[src/rtl/lfsr_arbiter.sv]
// Round-robin arbiter handing out 16-bit LFSR words, one per grant, with
// an optional two-cycle reseed path (capture in IDLE, load in RESEED).
module lfsr_arbiter #(
    parameter int          NUM_REQ = 4,
    parameter logic [15:0] SEED    = 16'h04BC
) (
    input  logic                       clk_in,
    input  logic                       rst_in,
    input  logic [NUM_REQ-1:0]         req_in,
    input  logic                       seed_load_in,
    input  logic [15:0]                seed_in,
    output logic [NUM_REQ-1:0]         gnt_out,
    output logic                       rand_valid_out,
    output logic [15:0]                rand_out,
    output logic [$clog2(NUM_REQ)-1:0] rand_id_out,
    output logic                       reseed_done_out
);

    localparam int ID_W = $clog2(NUM_REQ);

    typedef enum logic {
        IDLE   = 1'b0,
        RESEED = 1'b1
    } state_t;

    state_t            state_q, state_d;
    logic [15:0]       lfsr_q;
    logic [15:0]       seed_q;
    logic [ID_W-1:0]   ptr_q;
    logic [ID_W-1:0]   ptr_next;
    logic [ID_W-1:0]   pick_idx;
    logic [ID_W-1:0]   cand;
    logic              pick_valid;
    logic              grant_en;
    logic              seed_capture;
    logic [NUM_REQ-1:0] eligible;

    function automatic logic [15:0] lfsr_step(input logic [15:0] q);
        logic [15:0] n;
        n        = {q[14:0], q[15]};
        n[2]     = q[15] ^ q[1];
        n[15]    = q[15] ^ q[14];
        return n;
    endfunction

    // A requester granted this cycle sits out the next arbitration.
    assign eligible = req_in & ~gnt_out;

    // Search from ptr upward, wrapping; first eligible requester wins.
    always_comb begin
        // NOTE: every output of a combinational block gets a default first,
        // otherwise paths that skip an assignment infer a latch.
        pick_valid = 1'b0;
        pick_idx   = '0;
        cand       = '0;
        for (int off = 0; off < NUM_REQ; off++) begin
            cand = ID_W'((int'(ptr_q) + off) % NUM_REQ);
            if (!pick_valid && eligible[cand]) begin
                pick_valid = 1'b1;
                pick_idx   = cand;
            end
        end
    end

    assign ptr_next = (pick_idx == ID_W'(NUM_REQ - 1)) ? '0 : pick_idx + ID_W'(1);

    always_comb begin
        state_d      = state_q;
        grant_en     = 1'b0;
        seed_capture = 1'b0;
        case (state_q)
            IDLE: begin
                if (seed_load_in) begin
                    state_d      = RESEED;
                    seed_capture = 1'b1;
                end else if (pick_valid) begin
                    grant_en = 1'b1;
                end
            end
            RESEED: state_d = IDLE;
            default: state_d = IDLE;
        endcase
    end

    always_ff @(posedge clk_in or posedge rst_in) begin
        if (rst_in) begin
            state_q <= IDLE;
        end else begin
            // NOTE: sequential state uses non-blocking assignments so every
            // register samples pre-edge values regardless of statement order.
            state_q <= state_d;
        end
    end

    always_ff @(posedge clk_in or posedge rst_in) begin
        if (rst_in) begin
            // NOTE: seed_q is reset too, so a reset mid-reseed leaves no stale
            // capture that could leak into a later load.
            lfsr_q          <= SEED;
            seed_q          <= '0;
            ptr_q           <= '0;
            gnt_out         <= '0;
            rand_valid_out  <= 1'b0;
            rand_out        <= '0;
            rand_id_out     <= '0;
            reseed_done_out <= 1'b0;
        end else begin
            gnt_out         <= '0;
            rand_valid_out  <= 1'b0;
            reseed_done_out <= 1'b0;

            if (seed_capture) begin
                seed_q <= seed_in;
            end

            if (grant_en) begin
                gnt_out        <= NUM_REQ'(1) << pick_idx;
                rand_valid_out <= 1'b1;
                rand_out       <= lfsr_q;
                rand_id_out    <= pick_idx;
                lfsr_q         <= lfsr_step(lfsr_q);
                ptr_q          <= ptr_next;
            end

            // An all-zero state would lock the LFSR, so fall back to SEED.
            if (state_q == RESEED) begin
                lfsr_q          <= (seed_q == 16'h0000) ? SEED : seed_q;
                reseed_done_out <= 1'b1;
            end
        end
    end

endmodule

[config.mk]
export PLATFORM = sky130hd
export DESIGN_NAME = lfsr_arbiter
export DESIGN_NICKNAME = d
export VERILOG_FILES = /design/src/rtl/lfsr_arbiter.sv
export SDC_FILE = /design/constraint.sdc
export NUM_CORES = 1
export LEC_CHECK = 0
export BUFFER_PORTS_ARGS = -buffer_cell sky130_fd_sc_hd__buf_4
export CORE_MARGIN = 5
export CORE_UTILIZATION = 59
export DETAILED_ROUTE_END_ITERATION = 6
export GPL_ROUTABILITY_DRIVEN = 0
export PLACE_DENSITY = 0.84
export SYNTH_ARGS = -nofsm -noshare
export SYNTH_HDL_FRONTEND = slang
export SYNTH_SLANG_ARGS = --single-unit
[constraint.sdc]
create_clock -name clk_in -period 5 [get_ports clk_in]
set_input_delay 1.25 -clock clk_in [delete_from_list [all_inputs] [get_ports clk_in]]
set_output_delay 1.25 -clock clk_in [all_outputs]
set_load 0.05 [all_outputs]
=== Word-level counts from Yosys, hierarchy flattened ===
Cells that the tools add are included.

* Register bits after elaboration: 59
* Latch bits: 0
* Memory bits (writable): 0
* ROM bits: 0
* Bits of input ports: 23
* Output and inout bits: 24
* Word-level logic and storage cells: 61
* Memories kept: 0

* Add/subtract/negate cells: 4
* Multiply operators: 0
* Divide/modulo/power cells: 0
* Order comparisons: 4
* Equality and inequality tests: 1
* Shift-type cells: 1
* Multiplexer cells: 29
* Bitwise gates (word level): 5
* Reductions and logical operators: 8

{| class="wikitable"
|+ Operators with widths
! operator !! count
|-
| two-way mux 16 bit || 3
|-
| zero test 16 bit || 1
|-
| two-way mux 1 bit || 15
|-
| less-than comparator 2 x 3 -> 1 bit, second input constant || 4
|-
| two-way mux 2 bit || 5
|-
| binary-select mux 1 bit (select 2 bit) || 4
|-
| adder 2 x 1 -> 2 bit, second input constant || 2
|-
| adder 2 bit, second input constant || 2
|-
| AND 4 bit || 1
|-
| two-way mux 4 bit || 1
|-
| NOT 4 bit || 1
|-
| << shifter 1 x 2 -> 4 bit, first input constant || 1
|-
| logical AND 1 bit || 3
|-
| zero test 1 bit || 3
|-
| equality test 2 bit, second input constant || 1
|-
| one-hot mux 1 bit (2 select lines) || 1
|-
| nonzero test 2 bit || 1
|-
| XOR 1 bit || 2
|-
| NOT 1 bit || 1
|}

=== Longest topological paths before layout ===
* Depth in word-level cells: 19
* Gate-level depth with buffers: 7
* Mapped depth without buffers: 5

=== Worst setup path before layout ===
Ideal clock, no wire load.

* Kind: input -> register
* Start: input req_in[2]
* End: register rand_out[0]
* Library setup time: 0.125 ns
* Arrival time: 2.376 ns
* Data required time: 4.875 ns
* Setup slack: 2.499 ns
* Stages: 6
* Path buffers: 2
* Cells stage by stage: nand2b_4 -> a41oi_4 -> and2b_1 -> buf_6 -> buf_8 -> mux2_4

* Longest elaborated chain between the ends: 16
* Elaborated cells on any way between the ends: 22
* Those cells by class: mux: 15; bitwise: 1; reduce/logical: 6

{| class="wikitable"
|+ RTL lines
! item !! RTL line !! RTL
|-
| start, declared || 9 || <nowiki>input logic [NUM_REQ-1:0] req_in,</nowiki>
|-
| AND 4 bit (*) || 47 || <nowiki>assign eligible = req_in & ~gnt_out;</nowiki>
|-
| binary-select mux 1 bit (select 2 bit) || 58 || <nowiki>if (!pick_valid && eligible[cand]) begin</nowiki>
|-
| two-way mux 1 bit (not written as such) || 58 ||
|-
| two-way mux 1 bit || 58 ||
|-
| zero test 1 bit || 58 ||
|-
| logical AND 1 bit || 58 ||
|-
| two-way mux 1 bit || 58 ||
|-
| zero test 1 bit || 58 ||
|-
| logical AND 1 bit || 58 ||
|-
| two-way mux 1 bit || 58 ||
|-
| zero test 1 bit || 58 ||
|-
| logical AND 1 bit || 58 ||
|-
| two-way mux 1 bit (*) || 58 ||
|-
| two-way mux 1 bit (*) || 76 || <nowiki>end else if (pick_valid) begin</nowiki>
|-
| two-way mux 1 bit (*) || 73 || <nowiki>if (seed_load_in) begin</nowiki>
|-
| two-way mux 1 bit (*) || 71 || <nowiki>case (state_q)</nowiki>
|-
| end signal, assigned || 119 || <nowiki>rand_out <= lfsr_q;</nowiki>
|-
| end, declared || 14 || <nowiki>output logic [15:0] rand_out,</nowiki>
|}

Mark *: on every way between the ends. The rest lies on a longest branch, timed or not. The select of a mux whose other input is x is not followed.
A chain may end at the register's enable or synchronous reset.

=== Worst setup path after layout ===
* Start: input req_in[2]
* End: register rand_out[14]

Same word-level chain as after synthesis.

==> run summary <==
outcome: finished clean
max cap viols: 0
max-slew violations: 0
VDD IR-drop max: 230.3 uV
crit path cell chain: buf_4, nand2b_4, a41oi_4, and2b_1, mux2_2
Die ar.: 5732 um2
clk_skew: 0.009988 ns
synthesized flop and latch total: 59
final setup fails: 0
Synth Net Count: 206
Post-CTS Resized: 0
DR DRC count: 0
FFs w/ async S/R, synth: 1.000
Area Overhead vs Synth: 21.66%
Initial Util: 0.6234
vias in the first global route: 1707
Commonest cells post-synth: dfrtp_1, mux2_2, nand2_1
switching share of total power: 0.3808
Max Freq: 310.7 MHz
Avg Inst Size Synth: 13.92 um2
Die Ht: 75.71 um
FF-to-FF Start: gnt_out[2]$_DFF_PP0_
unique cell type count in the Yosys netlist: 32
Worst Hold Launch: rand_out[4]$_DFFE_PP0P_
initial antenna violation count: 0
Startpoint Class: primary input
Max transition margin: 0.2781
CTS Sinks: 59
post-CTS setup buffer count: 0
R2R Setup Slk: 2.28 ns
Worst Hold Class: reg -> reg
Critical Path Start: req_in[2]
total gr overflow: 0
CTS tree: built
Worst-Margin Slew: 1.083 ns
CP top delay family: simple AND/OR/NAND/NOR gates
Crit Path Max Fanout: 26
crit path DAT: 3.43 ns
Final ANT Viol Nets: 0
final hold violation count: 0
clk buf depth: 2
core area: 4086 um2
hold buffers post-CTS: 0
RSZ-0062 raised after global routing: false
drt wl/cell: 18.03 um
insertion delay to the later sink of the worst-skew pair: 0.34 ns
Final min period: 3.218 ns
first-pass GRT wire length: 8.424 mm
cell internal pwr: 1.087 mW
Diodes inserted: 0
final worst slack: 1.782 ns
combinational share of power: 0.364
post-route clock period utilization: 0.6437
clk slew on worst S/H paths: 0.06 ns
Syn Inst Count: 183
Psw: 668.7 uW
sequential area share after synthesis: 0.5825
via count: 1641
setup_tns: 0 ns
DRT Pass-1 Iters: 4
GRT Overall Usage: 0.2050
Yosys Warn Count: 0
drt first-iter violations: 99
share of layout cells above drive strength 1: 0.4748
post-synthesis cell area: 2547 um2
final wirelength: 5.194 mm
htree depth: 3
Worst EP required: 5.22 ns
Finished Core Util: 0.7584
IO Pins: 47
Leak: 1.419 nW
count leader, synth: dfrtp_1
Rows: 23
Vias/cell: 5.698
Post-synth EDFFs: 0
ys flop type: dfrtp_1
hpwl dp: 3.540 mm
final net count: 256
Setup WS pre-CTS: 1.459 ns
WP buf/inv: 1
port bufs: 46
CTS Buf Count: 9
Worst setup EP type: flop
Critical-path top delay cell: and2b_1
PwrDens: 566.6 nW/um2
crit-path max cell delay: 0.95 ns
CTS Root Cell: clkbuf_8
Clock power frac: 0.225
top post-synthesis cells by area: dfrtp_1, mux2_2, dfstp_2
top-area cell type share of the netlist area: 0.5206
Die W: 75.71 um
Worst Path Class, Setup: in -> reg
pin count of the biggest net entering global routing: 60
area leader, netlist: dfrtp_1
Sequential Power Share: 0.411
worst hold slack: 0.5094 ns
-- cells in the final DEF, fill, tap and decap left out, drive strengths merged, types with 4 or more instances in the layout --
| cell type | count |
|---|---|
| o22a | 6 |
| mux2 | 37 |
| nand2b | 4 |
| inv | 4 |
| buf | 48 |
| mux2i | 9 |
| nor4 | 4 |
| clkbuf | 14 |
| o21ai | 13 |
| nor2b | 4 |
| dfstp | 6 |
| nand2 | 14 |
| dfrtp | 53 |
| nor2 | 4 |
-- registers in the layout, indices dropped and copies added (netlist names) --
name             flops
lfsr_q              16
rand_out            16
seed_q              16
gnt_out              4
ptr_q                2
rand_id_out          2
rand_valid_out       1
reseed_done_out      1
state_q              1
-- metal layers --
| metal | global-route usage | part of all wire |
|---|---|---|
| met4 | 0.1146 | 0.028 |
| met5 | 0 | 0 |
| met1 | 0.2609 | 0.41 |
| met2 | 0.3221 | 0.49 |
| met3 | 0.05013 | 0.075 |
-- logic make-up (layout without fill, tap and decap cells) --
group           Yosys count  in the layout  synth area share
flops                    59             59            0.5825
mux                      46             46            0.2137
simple gates             34             34           0.07858
compound gates           28             28           0.08301
buf+inv                  13             68           0.03192
xor+xnor                  3              3           0.01032
-- power groups by stage --
stage	Combinational (mW)	Sequential [mW]	Clock (mW)
2_1_floorplan	0.245	0.924	0
3_3_place_gp	0.620	0.715	0
3_5_place_dp	0.638	0.725	0
4_1_cts	0.641	0.719	0.400
5_1_grt	0.673	0.739	0.424
6_report	0.639	0.722	0.396
-- stage by stage --
step	total power, mW	area, um2	std cells
2_1_floorplan	1.169	2547	183
3_3_place_gp	1.335	2897	271
3_5_place_dp	1.363	2897	271
4_1_cts	1.760	3079	287
5_1_grt	1.837	3099	288
6_report	1.756	3099	288
-- worst paths after layout --
kind | to | cells after the start
min in group asynchronous | rand_out[1]$_DFFE_PP0P_ | 2
min | rand_out[4]$_DFFE_PP0P_ | 1
min reg2reg | rand_out[4]$_DFFE_PP0P_ | 1
max in group asynchronous | lfsr_q[5]$_DFFE_PP1P_ | 3
max | rand_out[14]$_DFFE_PP0P_ | 5
max reg2reg | rand_out[14]$_DFFE_PP0P_ | 4
-- cell type report --
type                    count  area, um2
flip-flops and latches     59       1484
fillers                   259      987.2
multi-input cells         111      982.2
repair buffers             48      372.9
clock buffers              14      172.7
well taps                  50      62.56
inverters                   4      15.01
clock inverters             2      10.01
Power figures use the tool's default switching activity.
